$ cat config.mk
export PLATFORM = sky130hd
export DESIGN_NAME = hazard_stall_controller
export DESIGN_NICKNAME = d
export VERILOG_FILES = /design/src/rtl/hazard_stall_controller.sv
export SDC_FILE = /design/constraint.sdc
export NUM_CORES = 1
export LEC_CHECK = 0
export CORE_MARGIN = 1
export CORE_UTILIZATION = 43
export DETAILED_ROUTE_END_ITERATION = 10
export MAX_ROUTING_LAYER = met4
export PLACE_DENSITY = 0.77
export SYNTH_ARGS = -nofsm -noshare
export SYNTH_HDL_FRONTEND = slang
export SYNTH_SLANG_ARGS = --single-unit
$ cat constraint.sdc
create_clock -name clock -period 3.35 [get_ports clock]
set_clock_uncertainty 0.2 [all_clocks]
set_input_delay 1.005 -clock clock [delete_from_list [all_inputs] [get_ports clock]]
set_output_delay 1.005 -clock clock [all_outputs]
set_load 0.02 [all_outputs]
$ cat src/rtl/hazard_stall_controller.sv
// Pipeline sequencing controller: load-use bubbles, branch flushes, HALT drain,
// debug single-step gating, plus stall and cycle counters for the debug unit.
module hazard_stall_controller #(
  parameter int NB_REG       = 5,
  parameter int NB_DATA      = 32,
  parameter int DRAIN_CYCLES = 4,
  parameter int NB_STALL     = 16
) (
  input  logic                clock,
  input  logic                reset,
  input  logic [NB_REG-1:0]   id_rs_i,
  input  logic [NB_REG-1:0]   id_rt_i,
  input  logic                id_ex_mem_read_i,
  input  logic [NB_REG-1:0]   id_ex_write_reg_i,
  input  logic                branch_taken_i,
  input  logic                halt_detected_i,
  input  logic                debug_mode_i,
  input  logic                debug_step_i,
  input  logic                resume_i,
  output logic                pipeline_enable_o,
  output logic                pc_write_o,
  output logic                if_id_write_o,
  output logic                if_id_flush_o,
  output logic                id_ex_bubble_o,
  output logic                halted_o,
  output logic [NB_STALL-1:0] stall_count_o,
  output logic [NB_DATA-1:0]  cycle_count_o
);

  typedef enum logic [1:0] {RUN, STEP_IDLE, DRAIN, HALTED} state_t;

  localparam int NB_DRAIN = (DRAIN_CYCLES > 1) ? $clog2(DRAIN_CYCLES) : 1;
  localparam logic [NB_DRAIN-1:0] DRAIN_LOAD = NB_DRAIN'(DRAIN_CYCLES - 1);

  state_t                state_reg, state_next;
  logic [NB_DRAIN-1:0]   drain_reg, drain_next;
  logic [NB_STALL-1:0]   stall_reg;
  logic [NB_DATA-1:0]    cycle_reg;
  logic                  halted_reg;
  logic                  en;
  logic                  load_use;
  logic                  stall_inc;

  assign load_use = id_ex_mem_read_i && (id_ex_write_reg_i != '0) &&
                    ((id_ex_write_reg_i == id_rs_i) || (id_ex_write_reg_i == id_rt_i));

  always_comb begin
    state_next     = state_reg;
    drain_next     = drain_reg;
    en             = 1'b0;
    pc_write_o     = 1'b0;
    if_id_write_o  = 1'b0;
    if_id_flush_o  = 1'b0;
    id_ex_bubble_o = 1'b0;
    stall_inc      = 1'b0;

    case (state_reg)
      RUN: begin
        en = !debug_mode_i;
        if (debug_mode_i) state_next = STEP_IDLE;
      end
      STEP_IDLE: begin
        en = debug_step_i;
        if (!debug_mode_i) state_next = RUN;
      end
      DRAIN: begin
        en             = 1'b1;
        id_ex_bubble_o = 1'b1;
        if (drain_reg == '0) state_next = HALTED;
        else                 drain_next = drain_reg - NB_DRAIN'(1);
      end
      HALTED: begin
        if (resume_i) state_next = RUN;
      end
      default: state_next = RUN;
    endcase

    // Strobe priority for ordinary enabled cycles; a HALT here overrides any step-mode exit.
    if (en && state_reg != DRAIN) begin
      if (branch_taken_i) begin
        if_id_flush_o  = 1'b1;
        id_ex_bubble_o = 1'b1;
        pc_write_o     = 1'b1;
        if_id_write_o  = 1'b1;
      end else if (load_use) begin
        id_ex_bubble_o = 1'b1;
        stall_inc      = 1'b1;
      end else if (halt_detected_i) begin
        id_ex_bubble_o = 1'b1;
        state_next     = DRAIN;
        drain_next     = DRAIN_LOAD;
      end else begin
        pc_write_o     = 1'b1;
        if_id_write_o  = 1'b1;
      end
    end
  end

  always_ff @(posedge clock or posedge reset) begin
    if (reset) begin
      state_reg  <= RUN;
      drain_reg  <= '0;
      stall_reg  <= '0;
      cycle_reg  <= '0;
      halted_reg <= 1'b0;
    end else begin
      state_reg  <= state_next;
      drain_reg  <= drain_next;
      if (stall_inc && stall_reg != '1) stall_reg <= stall_reg + NB_STALL'(1);
      if (en) cycle_reg <= cycle_reg + NB_DATA'(1);
      // Raised after the first full cycle spent in HALTED, dropped on resume.
      halted_reg <= (state_reg == HALTED) && !resume_i;
    end
  end

  assign pipeline_enable_o = en;
  assign halted_o          = halted_reg;
  assign stall_count_o     = stall_reg;
  assign cycle_count_o     = cycle_reg;

endmodule

After elaboration in Yosys (flattened, before gate mapping):

Cells that the tools add are included.
Widths: inputs -> output; s select.

* bits in registers: 53
* latch bits: 0
* memory bits (writable): 0
* memory bits (read-only): 0
* memories kept: 0

* $add $sub $neg: 3
* multipliers: 0
* divide/modulo/power cells: 0
* $lt $le $gt $ge: 0
* equal/unequal tests: 7
* shift operators: 0
* muxes and demuxes: 30
* bitwise gates (word level): 0
* reduce and logical (&&, ||, !) cells: 11

Operators with widths (number)
* $add 32x1->32 const B: 1
* $mux 2: 14
* $add 16x1->16 const B: 1
* $ne 16x16->1 const B: 1
* $mux 1: 14
* $eq 5x5->1: 2
* $pmux 2 s4: 1
* $logic_and 1x1->1: 5
* $reduce_bool 5->1: 1
* $eq 2x2->1 const B: 2
* $logic_not 2->1: 2
* $pmux 1 s3: 1
* $eq 2x1->1 const B: 1
* $logic_not 1->1: 2
* $ne 2x2->1 const B: 1
* $sub 2x1->2 const B: 1
* $logic_or 1x1->1: 1

Logic depth before layout (Yosys ltp):

* word-level depth: 7
* depth in mapped cells: 8
* mapped depth without buffers: 7

Worst setup path after synthesis:

OpenSTA, ideal clock, no wires.

* kind: input to output
* start: in id_ex_write_reg_i[1]
* end: out pc_write_o
* arrival time: 2.567 ns
* setup slack: -0.422 ns
* stages on the path: 7
* path buffers: 2
* path through: or4_1 > o21ai_2 > or2_1 > buf_4 > nor2b_1 > o21a_1 > buf_4

* cells in the longest elaborated chain, start to end: 6

RTL lines
* start, declared: RTL line 14 `input logic [NB_REG-1:0] id_ex_write_reg_i,`
* $eq 5x5->1 / $reduce_bool 5->1 (equally long branches): RTL line 45, 44
* $logic_or 1x1->1 / $logic_and 1x1->1 (equally long branches): RTL line 45, 44
* $logic_and 1x1->1 *: RTL line 44 `assign load_use = id_ex_mem_read_i && (id_ex_write_reg_i != '0) &&`
* $mux 1 * (3 in a row)
* end, declared: RTL line 21 `output logic pc_write_o,`

Every way passes the cells marked *; elsewhere a longest branch is shown, timed or not.

Final worst setup path:

* start: in id_ex_write_reg_i[2]
* end: out pc_write_o

* cells in the longest elaborated chain, start to end: 6

RTL lines
* $eq 5x5->1 / $reduce_bool 5->1 (equally long branches): RTL line 45, 44
* $logic_or 1x1->1 / $logic_and 1x1->1 (equally long branches): RTL line 45, 44
* $logic_and 1x1->1 *: RTL line 44
* $mux 1 *: RTL line 85 `end else if (load_use) begin`
* $mux 1 *: RTL line 80 `if (branch_taken_i) begin`
* $mux 1 *: RTL line 79 `if (en && state_reg != DRAIN) begin`

Marked as above.

==> flow_summary.yaml <==
outcome:
  status: "finished, violations left"
  violations: "negative setup slack"
sta:
  setup_viol: 3
  rsz0062_at_grt: "yes"
  worst_pin_slew_ps: 340
  fmax_mhz: 278
  finalHoldViolations: 0
  min_period_ps: 3590
  slew_viol_final: 0
  slew_headroom: 0.771
  fin_tns_setup_ps: -707
  min_period_over_period: 1.07
  timing.final.ws_setup_ps: -244
pwr:
  finalPower_w: 0.00178
  ir_worst_vdd_uv: 284
  seq_power_share: 0.453
  p_comb_frac: 0.350
  power.switching_w: 0.000602
  p_sw_frac: 0.339
  internal_power_w: 0.00117
  p_clk_frac: 0.196
  p_per_area_mw_per_mm2: 464
  p_leak_nw: 1.72
clock_network:
  cts_buffers: 5
  cts-root-buf: "clkbuf_8"
  cts_sinks: 53
  max-clock-path-buffers: 2
  clk_latency_ps: 300
  path_clk_slew_ps: 90
  htree_levels: 2
  cts_tree: "built"
worst_hold_path:
  hp-class: "reg2reg"
  hold_depth: 1
logic_synthesis:
  synthTopCellsByCount: "dfrtp_1, xnor2_1, xor2_1"
  yosysTopAreaCell: "dfrtp_1"
  syn_nets: 262
  avgSynthCellArea_um2: 11.0
  synth_ff_type: "dfrtp_1"
  synth_area_mm2: 0.00261
  synthCells: 237
  synth.most_common_cell: "dfrtp_1"
  synth-seq-area-share: 0.507
  ys_ff_latch: 53
  netlist.area_leader.share: 0.507
  ys_async_sr_fraction: 1.00
  yosysWarnings: 0
  synth_edf_count: 0
  synthTopCellsByArea: "dfrtp_1, xnor2_1, xor2_1"
  synthDistinctLibCells: 39
route:
  drt_iter0_markers: 82
  vias_per_cell: 5.11
  vias: 2137
  route.detailed.drc: 0
  ant_nets: 0
  detail_route.wl_per_cell_um: 13.9
  drt_pre_antenna_iters: 4
  totalWireLength_um: 5820
setup_path:
  reg2reg_depth: 7
  crit_path_max_fanout: 2
  crit_path_start_kind: "input pin"
  critPathMostFrequentCell: "buf_6"
  crit_type: "in2out"
  cp.arrival_ps: 2390
  crit_required_ps: 2140
  end_kind: "primary output"
  worstPathCellList: "buf_6 -> buf_6 -> xor2_2 -> nor3_2 -> a22oi_2 -> or2_1 -> nor2b_4 -> o21a_4 -> buf_6"
  crit_path_max_incr_delay_ps: 240
  cp_slowest_cell: "or2_1"
place:
  place_congestion: 0.737
  port_buffers: 76
  place_area_mm2: 0.00361
  dp_slack_ps: -1030
  dp_cells: 400
  dp_hpwl_um: 4220
finish:
  drive_gt1_frac: 0.216
  largest_register_ffs: 32
  fin_area_mm2: 0.00382
  final_nets: 367
  syn2layout_area_growth_pct: 46.3
  num_antenna_cells: 0
  stdcell_count: 418
floorplanning:
  die_w_um: 80.0
  core_area_mm2: 0.00589
  dieArea_mm2: 0.00639
  die_h_um: 80.0
  num_rows: 28
  io_pins: 77
  start_util: 0.444
global_routing:
  grt-ovfl-total: 0
  grt_pass1_vias: 2165
  globalRouteTotalUtil: 0.201
  antenna_found_initial: 0
  grt_max_degree: 44
  grt_first_pass_wirelength_um: 9670
flow_run:
  drv_cap: 0
[cell usage in the layout (no fill, tap or decap), types with 10 or more instances in the layout]
| cell type | Yosys | routed |
|---|---|---|
| and3_1 | 10 | 10 |
| buf_4 | 2 | 20 |
| clkdlybuf4s50_1 | 0 | 56 |
| dfrtp_1 | 53 | 53 |
| nand2_1 | 18 | 18 |
| nand3_1 | 21 | 21 |
| nand4_1 | 10 | 10 |
| nor2_1 | 12 | 12 |
| xnor2_1 | 30 | 30 |
| xor2_1 | 26 | 23 |
[cells by family after synthesis]
family,after synthesis,share of synthesized area
AO/OA/AOI/OAI,12,0.0340
XOR/XNOR,56,0.188
adder cells (fa/ha/maj),2,0.00957
buffers and inverters,9,0.0168
flip-flops,53,0.507
multiplexers,2,0.00862
AND/OR/NAND/NOR,103,0.236
[what timing repair did]
| item | CTS | global route |
|---|---|---|
| pin swaps | 18 | 4 |
| cloned | 0 | 1 |
| endpoints found under the setup margin | 5 | 15 |
| setup buffers | 11 | 2 |
| hold buffers | 0 | 0 |
| resized for setup | 80 | 8 |
[layout make-up]
type / instances / area, µm²
timing repair buffer: 102 / 975
clock inverter: 2 / 15.0
fill: 502 / 2060
sequential: 53 / 1330
clock buffer: 6 / 72.6
tap: 75 / 93.8
multi-input combinational: 175 / 1320
inverter: 5 / 18.8
[final timing paths]
kind                                      startpoint  slack (ps)                end
worst max-delay path            id_ex_write_reg_i[2]        -240         pc_write_o
worst max register to register          state_reg[0]        1140   stall_count_o[1]
min in group asynchronous                      reset         750   stall_count_o[7]
worst min register to register     cycle_count_o[26]         290  cycle_count_o[26]
worst min-delay path               cycle_count_o[26]         290  cycle_count_o[26]
max in group asynchronous                      reset        1700           halted_o
[routing by layer]
metal  vias up  global-route usage  wire (µm)
met2        69               0.356       2990
li1       1020                   -          -
met1      1042               0.227       2430
met3         6              0.0446        342
met5         -                   -          0
met4         0              0.0589         64
[critical path: cells and delay by family]
family                 cells  cell delay, ps
XOR/XNOR                   1             170
buffers and inverters      3             330
AND/OR/NAND/NOR            3             590
AO/OA/AOI/OAI              2             280
[through the flow]
| stage | util | hold WS, ps |
|---|---|---|
| 2_1_floorplan | - | 294 |
| 3_3_place_gp | 0.614 | 260 |
| 3_5_place_dp | 0.614 | 279 |
| 4_1_cts | 0.642 | 292 |
| 5_1_grt | 0.650 | 305 |
| 6_report | 0.650 | 291 |
[power by group through the flow]
| stage | combinational [W] | clock, W | sequential (W) |
|---|---|---|---|
| floorplan | 0.000279 | 0 | 0.000854 |
| global placement | 0.000580 | 0 | 0.000811 |
| detailed placement | 0.000592 | 0 | 0.000814 |
| CTS | 0.000609 | 0.000360 | 0.000804 |
| global route | 0.000670 | 0.000380 | 0.000820 |
| finish | 0.000622 | 0.000349 | 0.000805 |
Power figures use the tool's default switching activity.
